**src/rtl/rv32i_mem_pkg.sv**
```systemverilog
// rv32i_mem_pkg: shared memory-size default, length width and loader state type
package rv32i_mem_pkg;
    localparam int MEM_BYTES_DEF = 256;
    localparam int LEN_W = 16;
    typedef enum logic [2:0] {IDLE, LEN_HI, LEN_LO, LOAD, CHK} loader_state_t;
endpackage

```
**src/rtl/imem_loader.sv**
```systemverilog
// imem_loader: length-prefixed byte stream into the instruction-memory write port; IMEM_LOADER_CHECKSUM_EN adds a trailing checksum byte
module imem_loader
    import rv32i_mem_pkg::*;
#(
    parameter int MEM_BYTES = MEM_BYTES_DEF,
    parameter int ADDR_W    = 8,
    parameter int BASE_ADDR = 0
) (
    input  logic              clk,
    input  logic              reset,
    input  logic              start,
    input  logic              in_valid,
    input  logic [7:0]        in_data,
    output logic              in_ready,
    output logic              mem_we,
    output logic [ADDR_W-1:0] mem_addr,
    output logic [7:0]        mem_wdata,
    output logic              busy,
    output logic              done,
    output logic              error,
    output logic              cpu_hold
);
    loader_state_t state_q, state_d;
    logic [LEN_W-1:0] len_q, len_d, idx_q, idx_d, hdr_len;
    logic [ADDR_W-1:0] addr_q, addr_d;
    logic [7:0] wdata_q, wdata_d;
    logic we_q, we_d, done_q, done_d, error_q, error_d, acc;
`ifdef IMEM_LOADER_CHECKSUM_EN
    logic [7:0] sum_q, sum_d;
`endif

    assign in_ready  = state_q != IDLE;
    assign acc       = in_valid && in_ready;
    assign hdr_len   = {len_q[15:8], in_data};
    assign mem_we    = we_q;
    assign mem_addr  = addr_q;
    assign mem_wdata = wdata_q;
    assign done      = done_q;
    assign error     = error_q;
    // the core stays held until the final registered write has left the port
    assign busy      = (state_q != IDLE) || we_q;
    assign cpu_hold  = busy;

    // next-state: header decode, range check, payload write staging and status flags
    always_comb begin
        state_d = state_q;
        len_d   = len_q;
        idx_d   = idx_q;
        we_d    = 1'b0;
        addr_d  = addr_q;
        wdata_d = wdata_q;
        done_d  = done_q;
        error_d = error_q;
`ifdef IMEM_LOADER_CHECKSUM_EN
        sum_d   = sum_q;
`endif
        case (state_q)
            IDLE: if (start) begin
                done_d  = 1'b0;
                error_d = 1'b0;
                state_d = LEN_HI;
            end
            LEN_HI: if (acc) begin
                len_d   = {in_data, 8'h00};
                state_d = LEN_LO;
            end
            LEN_LO: if (acc) begin
                len_d = hdr_len;
                idx_d = '0;
`ifdef IMEM_LOADER_CHECKSUM_EN
                sum_d = '0;
`endif
                if (hdr_len == '0) begin
                    done_d  = 1'b1;
                    state_d = IDLE;
                end else if (BASE_ADDR + int'(hdr_len) > MEM_BYTES) begin
                    error_d = 1'b1;
                    state_d = IDLE;
                end else begin
                    state_d = LOAD;
                end
            end
            LOAD: if (acc) begin
                we_d    = 1'b1;
                addr_d  = ADDR_W'(BASE_ADDR + int'(idx_q));
                wdata_d = in_data;
                idx_d   = idx_q + 16'd1;
`ifdef IMEM_LOADER_CHECKSUM_EN
                sum_d   = sum_q + in_data;
`endif
                if (idx_q == len_q - 16'd1) begin
`ifdef IMEM_LOADER_CHECKSUM_EN
                    state_d = CHK;
`else
                    done_d  = 1'b1;
                    state_d = IDLE;
`endif
                end
            end
`ifdef IMEM_LOADER_CHECKSUM_EN
            CHK: if (acc) begin
                done_d  = (sum_q + in_data) == 8'h00;
                error_d = (sum_q + in_data) != 8'h00;
                state_d = IDLE;
            end
`endif
            default: state_d = IDLE;
        endcase
    end

    // state and output registers; reset drops any staged write
    always_ff @(posedge clk) begin
        if (reset) begin
            state_q <= IDLE;
            len_q   <= '0;
            idx_q   <= '0;
            we_q    <= 1'b0;
            addr_q  <= '0;
            wdata_q <= '0;
            done_q  <= 1'b0;
            error_q <= 1'b0;
`ifdef IMEM_LOADER_CHECKSUM_EN
            sum_q   <= '0;
`endif
        end else begin
            state_q <= state_d;
            len_q   <= len_d;
            idx_q   <= idx_d;
            we_q    <= we_d;
            addr_q  <= addr_d;
            wdata_q <= wdata_d;
            done_q  <= done_d;
            error_q <= error_d;
`ifdef IMEM_LOADER_CHECKSUM_EN
            sum_q   <= sum_d;
`endif
        end
    end
endmodule
```
**config.mk**
```make
export PLATFORM = sky130hd
export DESIGN_NAME = imem_loader
export DESIGN_NICKNAME = d
export VERILOG_FILES = /design/src/rtl/rv32i_mem_pkg.sv /design/src/rtl/imem_loader.sv
export SDC_FILE = /design/constraint.sdc
export NUM_CORES = 1
export LEC_CHECK = 0
export ABC_CLOCK_PERIOD_IN_PS = 2200
export CAP_MARGIN = 20
export CORE_ASPECT_RATIO = 0.75
export CORE_MARGIN = 8
export CORE_UTILIZATION = 30
export DETAILED_ROUTE_END_ITERATION = 12
export MAX_ROUTING_LAYER = met4
export SLEW_MARGIN = 20
export SYNTH_ARGS = -nofsm -noshare
export SYNTH_HDL_FRONTEND = slang
export SYNTH_SLANG_ARGS = --single-unit
```
**constraint.sdc**
```tcl
create_clock -name clk -period 2.2 [get_ports clk]
set_input_delay 0.55 -clock clk [delete_from_list [all_inputs] [get_ports clk]]
set_output_delay 0.55 -clock clk [all_outputs]
set_load 0.03 [all_outputs]
```
==> flow_metrics.env <==
export IMPL_status="complete, no violations"
export IMPL_fin_util_pct=40.17
export IMPL_drtPass1Iterations=4
export IMPL_vias=2883
export IMPL_core_mm2=0.009697
export IMPL_synth_cell_types=51
export IMPL_crit_chain="nor3_4, nand4_1, buf_4, o31ai_4, nand4_1, or3_4, a21oi_2"
export IMPL_final_setup_viol_count=0
export IMPL_h_tree_depth=2
export IMPL_fp_dieH_um=102.5
export IMPL_cts_buffers=5
export IMPL_cts_tree="done"
export IMPL_synth_seq_cells=53
export IMPL_cts_buffer_depth=2
export IMPL_grt_pass1_vias=2856
export IMPL_holdWs_ns=0.4558
export IMPL_ys_warn_count=0
export IMPL_drive_gt1_share_pct=17.46
export IMPL_clkTransAtPathRegs_ns=0.07
export IMPL_start_kind="flip-flop"
export IMPL_syn_inst=390
export IMPL_io_buffer_count=33
export IMPL_syn_area_mm2=0.002992
export IMPL_worstSetupEndpointType="flip-flop"
export IMPL_area_growth_pct=30.20
export IMPL_syn_avg_cell_area_um2=7.671
export IMPL_yosysTopAreaCellShare_pct=35.47
export IMPL_dp_hpwl_mm=6.601
export IMPL_postSynth_asyncResetShare_pct=0
export IMPL_crit_required_ns=2.43
export IMPL_synth_edf_count=0
export IMPL_slowest_stage="dfxtp_1"
export IMPL_p_sw_share_pct=24.67
export IMPL_wire_per_inst_um=15.46
export IMPL_cts_root_buf="clkbuf_16"
export IMPL_worst_clock_skew_ns=0.003799
export IMPL_grt_ovfl_total=0
export IMPL_maxCapViolCount=0
export IMPL_crit_path_max_incr_delay_ns=0.45
export IMPL_drtAntennaViolNets=0
export IMPL_crit_family="simple AND/OR/NAND/NOR gates"
export IMPL_p_clk_share_pct=43.7
export IMPL_fin_area_mm2=0.003895
export IMPL_vdd_drop_max_v=0.0002825
export IMPL_nNetsFinal=454
export IMPL_pre_cts_ws_ns=-0.3212
export IMPL_grt_first_pass_wirelength_mm=14.60
export IMPL_fin_ws_ns=0.07601
export IMPL_grt_setup_unrepaired="yes"
export IMPL_fin_crit_ns=2.124
export IMPL_power_per_cell_area_mw_per_mm2=603.2
export IMPL_grtUsageTotal_pct=13.83
export IMPL_crit_arrival_ns=2.36
export IMPL_io_pins=34
export IMPL_seqPwrFrac_pct=42.4
export IMPL_relSlewSlack_pct=69.41
export IMPL_antenna_found_initial=0
export IMPL_rows=31
export IMPL_fp_dieW_um=131.3
export IMPL_comb_power_share_pct=13.9
export IMPL_dieArea_mm2=0.01346
export IMPL_switching_power_w=0.0005797
export IMPL_worst_path_max_fanout=8
export IMPL_timing_final_crit_share_pct=96.55
export IMPL_final_common_cell="nand2_1"
export IMPL_ys_flop_type="dfxtp_1"
export IMPL_place_area_mm2=0.003641
export IMPL_cts_sinks=53
export IMPL_mostFrequentLayoutCells="nand2_1, dfxtp_1, buf_4"
export IMPL_drt_iter0_drc=201
export IMPL_clock_latency_ns=0.30
export IMPL_crit_path_frequent_cell="nand4_1"
export IMPL_drt_vias_per_instance=5.031
export IMPL_p_leak_nw=1.505
export IMPL_yosysSeqAreaShare_pct=35.47
export IMPL_hold_class="flip-flop to flip-flop"
export IMPL_final_hold_viol_count=0
export IMPL_tightest_slew_ns=0.4582
export IMPL_route_detailed_drc=0
export IMPL_syn_nets=404
export IMPL_initial_core_util_pct=30.85
export IMPL_fmax_ghz=0.4708
export IMPL_path_class="flip-flop to flip-flop"
export IMPL_antennaDiodeCount=0
export IMPL_synthTopCellsByArea="dfxtp_1, nand2_1, nor2_1"
export IMPL_yosysTopAreaCell="dfxtp_1"
export IMPL_finalWeightedCongestion=0.9032
export IMPL_wirelength_mm=8.859
export IMPL_grt_max_degree=37
export IMPL_critPathBufInv=1
export IMPL_slew_violations=0
export IMPL_intPower_w=0.001770
==> sequential cells by signal, summed over array words and instances, names as in the netlist <==
signal / count
idx_q: 16
len_q: 16
mem_addr: 8
mem_wdata: 8
state_q: 2
done: 1
error: 1
mem_we: 1
==> layout make-up <==
type | count | area, um2
clock inverter | 3 | 65.06
timing repair buffer | 75 | 645.6
multi-input combinational | 299 | 1808
tap | 132 | 165.2
sequential | 53 | 1064
inverter | 6 | 22.52
clock buffer | 5 | 125.1
fill | 990 | 5802
==> worst paths after layout <==
check             slack [ns]                        to  cells after the start                      from
setup reg to reg        0.08         done$_SDFFE_PP0P_                      7     len_q[2]$_SDFFE_PP0P_
hold reg to reg         0.46  mem_addr[3]$_SDFFE_PP0P_                      2  mem_addr[3]$_SDFFE_PP0P_
hold / removal          0.46  mem_addr[3]$_SDFFE_PP0P_                      2  mem_addr[3]$_SDFFE_PP0P_
setup / recovery        0.08         done$_SDFFE_PP0P_                      7     len_q[2]$_SDFFE_PP0P_
==> kinds of logic (layout without fill, tap and decap cells) <==
kind of cell               after synthesis  count (layout)  synth area share, %
xor gates and xnor gates                22              22                6.692
muxes                                   11              11                3.722
AOI/OAI and AO/OA                       79              79                17.06
DFF                                     53              53                35.47
and+or+nand+nor                        185             185                30.57
adders and majority gates                2               2               0.8363
buffers and inverters                   38              89                5.646
==> per-layer routing <==
layer | track usage (%) | up-vias | routed length (um)
met1 | 18.16 | 1358 | 4381
li1 | - | 1448 | -
met4 | 3.870 | 0 | 91
met3 | 3.094 | 12 | 481
met5 | - | - | 0
met2 | 20.99 | 65 | 3905
==> cells in the mapped netlist (2+ instances only) <==
| cell | n |
|---|---|
| a22oi_1 | 14 |
| and2_1 | 4 |
| a31oi_1 | 7 |
| a21oi_1 | 27 |
| nand3b_1 | 3 |
| or2_0 | 2 |
| buf_2 | 8 |
| o21a_1 | 2 |
| nor3b_1 | 2 |
| xor2_1 | 7 |
| and3_1 | 5 |
| dfxtp_1 | 53 |
| nand3_1 | 21 |
| clkbuf_1 | 19 |
| buf_4 | 2 |
| nand4b_1 | 3 |
| o31ai_1 | 3 |
| xnor2_1 | 14 |
| o21ai_0 | 12 |
| o21bai_1 | 2 |
| or3_1 | 5 |
| a31o_1 | 2 |
| ha_1 | 2 |
| nor2_1 | 44 |
| mux2i_1 | 10 |
| nor4_1 | 3 |
| nand2_1 | 71 |
| nor3_1 | 6 |
| nand2b_1 | 3 |
| nand4_1 | 5 |
| inv_1 | 6 |
| nor4b_2 | 2 |
| o21ai_1 | 2 |
| a32oi_1 | 2 |
==> timing repair <==
item	in CTS	in global routing
hold buffers	0	0
cloned	0	0
setup buffers	0	2
resized for setup	1	11
endpoints found under the setup margin	1	2
pin swaps	0	6
==> power by group through the flow <==
stage               clock (W)  combinational (W)  sequential [W]
finish                0.00103           0.000327        0.000996
global route          0.00108           0.000355        0.000998
CTS                   0.00104           0.000316        0.000995
detailed placement          0           0.000313         0.00102
global placement            0           0.000308         0.00102
floorplan                   0           0.000206         0.00101
==> stage by stage <==
step / power, W / std cells / TNS [ns]
after floorplan: 0.001213 / 390 / 0
after global placement: 0.001325 / 563 / -1.572
after detailed placement: 0.001330 / 563 / -1.534
after CTS: 0.002348 / 571 / 0
after global routing: 0.002428 / 573 / -0.03668
final: 0.002349 / 573 / 0
==> worst register-to-register path, delay by kind of cell (launching register included) <==
kind | cells | cell delay (ns)
and+or+nand+nor | 4 | 1.07
AOI/OAI and AO/OA | 2 | 0.37
buffers and inverters | 1 | 0.17
DFF | 1 | 0.45
Power figures use the tool's default switching activity.
